--- src/rtl/ifetch_unit.sv ---
// ifetch_unit: instruction fetch stage sitting between the program ROM and decode.
//
// Keeps the fetch PC and issues one ROM word read per cycle while the prefetch FIFO
// has space. Read data (one cycle of latency) is captured into the FIFO. The FIFO
// head is offered to decode with first-word fall-through. A redirect flushes the
// FIFO, cancels the outstanding read and restarts fetch at redirect_pc.
//
// Optional feature macro: IFETCH_ADDR_CHECK_EN
//   When defined, a misaligned PC or a PC beyond the ROM is not sent to the ROM.
//   A faulting NOP entry (fault=1) is queued instead, and fetch halts until the
//   next redirect. When undefined, instr_fault is 0, PC bits [1:0] are ignored
//   and PCs above the ROM alias into it.
//
// Ports:
//   clk, rst_n        clock, synchronous active-low reset
//   rom_ce, rom_addr  ROM read request (combinational) and word address
//   rom_rdata(_valid) ROM read data, valid one cycle after rom_ce
//   redirect_valid/pc flush and restart fetch at a new byte PC
//   instr_valid/instr/instr_pc/instr_fault  FIFO head to decode
//   instr_ready       decode accepts the head

module ifetch_unit #(
    parameter int unsigned ADDR_WIDTH = 16,
    parameter logic [31:0] RESET_PC   = 32'h0000_0000,
    parameter int unsigned FIFO_DEPTH = 2
) (
    input  logic                  clk,
    input  logic                  rst_n,
    output logic                  rom_ce,
    output logic [ADDR_WIDTH-1:0] rom_addr,
    input  logic [31:0]           rom_rdata,
    input  logic                  rom_rdata_valid,
    input  logic                  redirect_valid,
    input  logic [31:0]           redirect_pc,
    output logic                  instr_valid,
    output logic [31:0]           instr,
    output logic [31:0]           instr_pc,
    output logic                  instr_fault,
    input  logic                  instr_ready
);

    localparam int unsigned PTR_W = $clog2(FIFO_DEPTH);
    localparam int unsigned CNT_W = PTR_W + 1;
    localparam int unsigned OCC_W = CNT_W + 1;

    logic [31:0]      fetch_pc_q, fetch_pc_d;
    logic [31:0]      req_pc_q, req_pc_d;
    logic             inflight_q, inflight_d;
    logic             kill_q, kill_d;
    logic             halted_q, halted_d;
    logic [PTR_W-1:0] wr_ptr_q, wr_ptr_d;
    logic [PTR_W-1:0] rd_ptr_q, rd_ptr_d;
    logic [CNT_W-1:0] count_q, count_d;

    logic [31:0] instr_mem [FIFO_DEPTH];
    logic [31:0] pc_mem    [FIFO_DEPTH];

    logic             pop;
    logic             push;
    logic             capture;
    logic             fault_push;
    logic             fetch_en;
    logic             room;
    logic [OCC_W-1:0] occupancy;
    logic [31:0]      push_instr;
    logic [31:0]      push_pc;

    assign pop = instr_valid & instr_ready;

    // Count the outstanding read as occupied so its data always has a slot.
    assign occupancy = OCC_W'(count_q) + OCC_W'(inflight_q) - OCC_W'(pop);
    assign room      = occupancy < OCC_W'(FIFO_DEPTH);
    assign fetch_en  = rst_n & ~redirect_valid & ~halted_q & room;

`ifdef IFETCH_ADDR_CHECK_EN
    logic             addr_bad;
    logic             fault_mem [FIFO_DEPTH];

    assign addr_bad = (|fetch_pc_q[1:0]) | ((fetch_pc_q >> (ADDR_WIDTH + 2)) != 32'd0);
    assign rom_ce   = fetch_en & ~addr_bad;
    // Wait for any outstanding read to land first so the fault entry stays in order
    // and never collides with a capture in the same cycle.
    assign fault_push  = fetch_en & addr_bad & ~inflight_q;
    assign instr_fault = instr_valid & fault_mem[rd_ptr_q];

    always_ff @(posedge clk) begin
        if (push) begin
            fault_mem[wr_ptr_q] <= fault_push;
        end
    end
`else
    assign rom_ce      = fetch_en;
    assign fault_push  = 1'b0;
    assign instr_fault = 1'b0;
`endif

    assign rom_addr = fetch_pc_q[ADDR_WIDTH+1:2];

    // Data returning in a redirect cycle belongs to the old stream and is dropped.
    assign capture    = rom_rdata_valid & inflight_q & ~kill_q & ~redirect_valid;
    assign push       = rst_n & (capture | fault_push);
    assign push_instr = fault_push ? 32'h0000_0013 : rom_rdata;
    assign push_pc    = fault_push ? fetch_pc_q : req_pc_q;

    assign instr_valid = rst_n & (count_q != '0) & ~redirect_valid;
    assign instr       = instr_mem[rd_ptr_q];
    assign instr_pc    = pc_mem[rd_ptr_q];

    always_comb begin
        fetch_pc_d = fetch_pc_q;
        req_pc_d   = req_pc_q;
        inflight_d = rom_ce;
        halted_d   = halted_q;
        kill_d     = 1'b0;
        wr_ptr_d   = wr_ptr_q;
        rd_ptr_d   = rd_ptr_q;
        count_d    = count_q;

        if (rom_ce) begin
            req_pc_d   = fetch_pc_q;
            fetch_pc_d = fetch_pc_q + 32'd4;
        end
        if (fault_push) begin
            halted_d = 1'b1;
        end

        if (redirect_valid) begin
            fetch_pc_d = redirect_pc;
            halted_d   = 1'b0;
            // Only a read still outstanding after this cycle needs killing.
            kill_d     = inflight_q & ~rom_rdata_valid;
            wr_ptr_d   = '0;
            rd_ptr_d   = '0;
            count_d    = '0;
        end else begin
            if (push) begin
                wr_ptr_d = wr_ptr_q + PTR_W'(1);
            end
            if (pop) begin
                rd_ptr_d = rd_ptr_q + PTR_W'(1);
            end
            count_d = count_q + CNT_W'(push) - CNT_W'(pop);
        end
    end

    always_ff @(posedge clk) begin
        if (!rst_n) begin
            fetch_pc_q <= RESET_PC;
            req_pc_q   <= RESET_PC;
            inflight_q <= 1'b0;
            kill_q     <= 1'b0;
            halted_q   <= 1'b0;
            wr_ptr_q   <= '0;
            rd_ptr_q   <= '0;
            count_q    <= '0;
        end else begin
            fetch_pc_q <= fetch_pc_d;
            req_pc_q   <= req_pc_d;
            inflight_q <= inflight_d;
            kill_q     <= kill_d;
            halted_q   <= halted_d;
            wr_ptr_q   <= wr_ptr_d;
            rd_ptr_q   <= rd_ptr_d;
            count_q    <= count_d;
        end
    end

    always_ff @(posedge clk) begin
        if (push) begin
            instr_mem[wr_ptr_q] <= push_instr;
            pc_mem[wr_ptr_q]    <= push_pc;
        end
    end

endmodule
--- config.mk ---
export PLATFORM = sky130hd
export DESIGN_NAME = ifetch_unit
export DESIGN_NICKNAME = d
export VERILOG_FILES = /design/src/rtl/ifetch_unit.sv
export SDC_FILE = /design/constraint.sdc
export NUM_CORES = 1
export LEC_CHECK = 0
export CELL_PAD_IN_SITES_DETAIL_PLACEMENT = 0
export CELL_PAD_IN_SITES_GLOBAL_PLACEMENT = 2
export CORE_MARGIN = 1
export CORE_UTILIZATION = 45
export DETAILED_ROUTE_END_ITERATION = 8
export DONT_BUFFER_PORTS = 1
export PLACE_DENSITY_LB_ADDON = 0.1
export SLEW_MARGIN = 20
export SYNTH_ARGS = -nofsm -noshare
export SYNTH_HDL_FRONTEND = slang
export SYNTH_SLANG_ARGS = --single-unit
--- constraint.sdc ---
create_clock -name clk -period 13.6 [get_ports clk]
set_input_delay 2.72 -clock clk [delete_from_list [all_inputs] [get_ports clk]]
set_output_delay 2.72 -clock clk [all_outputs]
set_load 0.01 [all_outputs]
# Word-level counts from Yosys, hierarchy flattened
# Memory sizes are Yosys's and may differ from the RTL's. A register that Yosys moved wholly into a read port is not among the register bits.
# Index checks and enable logic that the tools add are counted.
[totals]
ff_bits = 70
ramBits = 128
mem_count = 2
input_bits = 69
[mem_list]
columns = ["memory", "words", "word_bits", "read_ports", "rd_ports_with_merged_regs", "write_ports", "line_no", "text"]
rows = [
  ["instr_mem", 2, 32, 1, 1, 1, "55", "logic [31:0] instr_mem [FIFO_DEPTH];"],
  ["pc_mem", 2, 32, 1, 1, 1, "56", "logic [31:0] pc_mem [FIFO_DEPTH];"],
]
[op_classes]
n_reduce_logical = 4
n_bitwise = 14
n_mux = 8
n_addsub = 7
n_lt_le_gt_ge = 1
[ops]
columns = ["operator", "n"]
rows = [
  ["$mux W32", 2],
  ["$add A32 B3 Y32 const B", 1],
  ["$and A1 B1 Y1", 10],
  ["$mux W1", 6],
  ["$not A1 Y1", 4],
  ["$reduce_bool A2 Y1", 2],
  ["$add A2 B1 Y3", 1],
  ["$lt A3 B2 Y1 const B", 1],
  ["$sub A3 B1 Y3", 1],
  ["$add A1 B1 Y1 const B", 2],
  ["$add A2 B1 Y2", 1],
  ["$reduce_and A2 Y1", 1],
  ["$reduce_or A2 Y1", 1],
  ["$sub A2 B1 Y2", 1],
]

# Longest topological paths before layout
[logic_depth]
ltp_word = 9
depth_mapped = 14
depth_no_buf = 12

# Worst setup path before layout
# Ideal clock, no wire load.
[synth_path]
path_type = "input to output"
from = "input port redirect_valid"
to = "output port rom_ce"
required_ns = 10.880
arrival_ns = 5.090
path_slack_ns = 5.790
n_path_buf = 3
path_stages = 12
path_cell_list = "clkbuf_1 nand2b_1 nor2_1 and2_1 ha_1 nand2b_1 fa_1 xnor2_1 nand3_1 inv_1 buf_2 buf_2"
[synth_between]
elab_chain_len = 6
elab_cells_between_ends = 7
[synth_rtl]
columns = ["element", "line_no", "text"]
rows = [
  ["start, declared", "33", "input logic redirect_valid,"],
  ["$not A1 Y1", "105", "assign instr_valid = rst_n & (count_q != '0) & ~redirect_valid;"],
  ["$and A1 B1 Y1", "105", ""],
  ["named net instr_valid", "35", "output logic instr_valid,"],
  ["$and A1 B1 Y1", "68", "assign pop = instr_valid & instr_ready;"],
  ["named net pop", "58", "logic pop;"],
  ["$sub A3 B1 Y3", "71", "assign occupancy = OCC_W'(count_q) + OCC_W'(inflight_q) - OCC_W'(pop);"],
  ["$lt A3 B2 Y1", "72", "assign room = occupancy < OCC_W'(FIFO_DEPTH);"],
  ["$and A1 B1 Y1", "73", "assign fetch_en = rst_n & ~redirect_valid & ~halted_q & room;"],
  ["end, declared", "29", "output logic rom_ce,"],
]
# The timed path passes the listed nets, and every way through them passes these cells.

# Worst setup path in the final report
# Same ends and word-level chain as after synthesis.

==> results.yml <==
outcome:
  status: "finished clean"
floorplan:
  fp.dieW_um: 136
  core-area_sq_um: 17400
  die-area_sq_um: 18400
  initial_core_util_pct: 46.2
  pin_count: 152
  rows: 48
  die_y_um: 136
clock_network:
  path_clk_slew_ns: 0.07
  postCtsSetupRepairBufs: 0
  clock_path_buffers: 2
  cts.sink_count: 199
  ctsResizeCount: 0
  cts-buffers-inserted: 17
  cts_root_buf: "clkbuf_16"
  cts_tree: "done"
  cts_hold_buf: 0
  clkLatencyLatePin_ns: 0.43
  cts-htree-levels: 4
hold_path:
  hold_path.class: "register to register"
  hold_path_end: "push_pc[0]$_SDFFE_PN0P_"
  whs_path_depth: 2
  hp-start: "fetch_pc_q[0]$_SDFFE_PN0P_"
critical_path:
  slowest_stage: "inv_2"
  path_max_fanout: 49
  worstReg2RegStart: "count_q[1]$_SDFF_PN0_"
  crit_family: "simple AND/OR/NAND/NOR gates"
  critPathRequiredTime_ns: 10.88
  rr_worst_depth: 12
  timing.rr.end: "fetch_pc_q[12]$_SDFFE_PN0P_"
  cp_slowest_stage_delay_ns: 0.67
  critPathArrivalTime_ns: 5.18
  end_kind: "output pin"
  worst-path-buf-inv: 1
  reg2reg_slack_ns: 10.15
  crit_top_cell: "nand2b_1"
  crit_chain: "nand2b_1 -> nor2_1 -> and2_1 -> ha_1 -> nand2b_1 -> fa_1 -> xnor2_1 -> nand3_2 -> inv_2"
  worstSetupPathType: "input pin to output pin"
  startpoint_type: "input pin"
logic_synthesis:
  synth.top_cell.area_share_pct: 47.9
  synth_nets: 696
  yosys.area.top_type: "edfxtp_1"
  synthArstFlopShare_pct: 0
  yosys-top-cells-area: "edfxtp_1, dfxtp_1, mux2_2"
  ys_seq_area_share_pct: 65.6
  synth-warning-count: 0
  synthesis.area_sq_um: 8020
  avgSynthCellArea_sq_um: 12.9
  synth_seq_cells: 199
  synth_ff_type: "edfxtp_1"
  synth_cells: 622
  synth_cell_types: 54
  synth_edf_count: 128
cells_and_area:
  fillers: 1529
  layout_common_cells: "edfxtp_1, nand2_1, dfxtp_1, mux2_2, a21oi_1"
  drive_gt1_share_pct: 19.0
  final_common_cell: "edfxtp_1"
  nets: 667
  fin_cells: 831
  diodes: 0
  area_growth_pct: 7.84
drt:
  drc: 0
  drtIter0Drc: 260
  dr_total_vias: 4545
  first_pass_iters: 4
  detail_route.wl_per_cell_um: 19.4
  ant_nets: 0
  avgViaCountPerCell: 5.47
  totalWireLength_um: 16100
timing:
  fin_tns_setup_ns: 0
  relSlewSlack_pct: 34.5
  rsz0062_at_grt: "no"
  finalWorstSetupSlack_ns: 5.70
  layout_worst_path_cycle_share_pct: 58.1
  min_period_ns: 7.90
  worst_pin_slew_ns: 0.977
  final-setup-viol-count: 0
  clock.fmax_mhz: 127
  maxSlewViolCount: 0
  hold_viol_final: 0
  finClkSkew_ns: 0.0105
global_route:
  met2_usage_pct: 29.3
  gr-usage-all-layers_pct: 18.2
  antenna_found_initial: 0
  grt_max_degree: 68
  grt_pass1_wl_um: 25000
  met3_usage_pct: 5.24
  grt_overflow: 0
  busiest_layer: "met2"
  grt_util_met1_pct: 23.2
  grt_pass1_vias: 4529
power:
  p_per_area_nw_per_um2: 138
  leakage_uw: 0.00293
  vdd_drop_max_mv: 0.0912
job:
  maxCapViolations: 0
placement:
  gp_congestion: 0.750
  dp_slack_ns: 5.65
  placed_cells: 799
  hpwlAfterDp_um: 10000
  port-buffer-count: 0
[metrics by stage]
| step | hold slack [ns] | utilization (%) | cell area, sq um | total power, uW |
|---|---|---|---|---|
| 2_1_floorplan | 0.425 | - | 8020 | 709 |
| 3_3_place_gp | 0.433 | 46.5 | 8070 | 713 |
| 3_5_place_dp | 0.439 | 46.5 | 8070 | 714 |
| 4_1_cts | 0.457 | 49.8 | 8650 | 1210 |
| 5_1_grt | 0.468 | 49.9 | 8650 | 1240 |
| 6_report | 0.454 | 49.9 | 8650 | 1190 |
[kinds of logic (layout without fill, tap and decap cells)]
group / after synthesis / after routing / share of synthesized area, %
other cells: 1 / 1 / 0.0467
compound gates: 108 / 108 / 8.08
xor+xnor: 14 / 14 / 1.53
mux: 68 / 68 / 9.50
fa+ha+maj: 5 / 5 / 0.873
simple gates: 165 / 165 / 10.3
flops: 199 / 199 / 65.6
buf+inv: 62 / 46 / 4.07
[registers in the layout, summed over array words and instances, names as in the netlist, named ones only]
| register | count |
|---|---|
| count_q | 2 |
| fetch_pc_q | 32 |
| inflight_q | 1 |
| instr_mem | 64 |
| kill_q | 1 |
| pc_mem | 64 |
| push_pc | 32 |
| rd_ptr_q | 1 |
| wr_ptr_q | 1 |
[worst reg2reg max path, cell delays in order (launching register included)]
cell and delay, ns:
dfxtp_1 0.44, nor2_1 0.08, nor2_1 0.21, and2_1 0.23
ha_1 0.24, nand2b_1 0.15, fa_1 0.38, xnor2_1 0.22
nand3_2 0.12, inv_2 0.67, nand4_1 0.18, mux2_2 0.31
a21oi_1 0.13
[worst max path at each step]
stage,start,end,slack (ns),cells after the start
finish,redirect_valid,rom_ce,5.70,9
global route,redirect_valid,rom_ce,5.44,9
CTS,redirect_valid,rom_ce,5.66,9
detailed placement,redirect_valid,rom_ce,5.65,9
global placement,redirect_valid,rom_ce,5.71,9
floorplan,redirect_valid,rom_ce,5.79,12
[per-layer routing]
layer	part of all wire (%)	vias to the layer above	routed length (um)
met3	8.4	12	1350
li1	-	2206	-
met5	0	-	0
met4	1.1	0	177
met2	48	141	7660
met1	43	2186	6910
[final cells by class]
type                            instances  area, sq um  area share [%]
Sequential cell                       199         5270            60.9
Multi-Input combinational cell        361         2450            28.3
Clock buffer                           18          429            4.96
Tap cell                              225          282            3.25
Clock inverter                         14          153            1.76
Inverter                               10         38.8           0.448
Timing Repair Buffer                    4         30.0           0.347
[power by group]
| group | leakage [uW] | switching [uW] | internal (uW) |
|---|---|---|---|
| registers | 0.00182 | 15.0 | 651 |
| clock network | 0.000283 | 230 | 262 |
| logic | 0.000832 | 21.1 | 13.1 |
| total | 0.00293 | 266 | 926 |
[synthesized netlist by cell type (2+ instances only)]
| cell type | number |
|---|---|
| mux2i_1 | 3 |
| dfxtp_1 | 71 |
| a21o_1 | 4 |
| a21oi_1 | 55 |
| buf_1 | 2 |
| nand3_1 | 16 |
| and4_2 | 2 |
| nor3_1 | 4 |
| nand3b_1 | 2 |
| nand2b_1 | 3 |
| nand4_1 | 9 |
| clkbuf_1 | 19 |
| xnor2_1 | 5 |
| edfxtp_1 | 128 |
| buf_4 | 17 |
| o21ai_0 | 10 |
| nor4_1 | 3 |
| inv_1 | 10 |
| a2bb2oi_1 | 3 |
| o22ai_1 | 8 |
| ha_1 | 4 |
| nand4_2 | 2 |
| nor2_1 | 24 |
| o31ai_1 | 3 |
| a32oi_1 | 5 |
| nand2_1 | 75 |
| buf_2 | 12 |
| nor2b_1 | 5 |
| a22oi_1 | 9 |
| xor2_1 | 9 |
| a31oi_1 | 4 |
| and3_1 | 6 |
| buf_6 | 2 |
| mux2_2 | 65 |
| and2_1 | 4 |
Note: power is estimated with default switching activity, not from simulation.
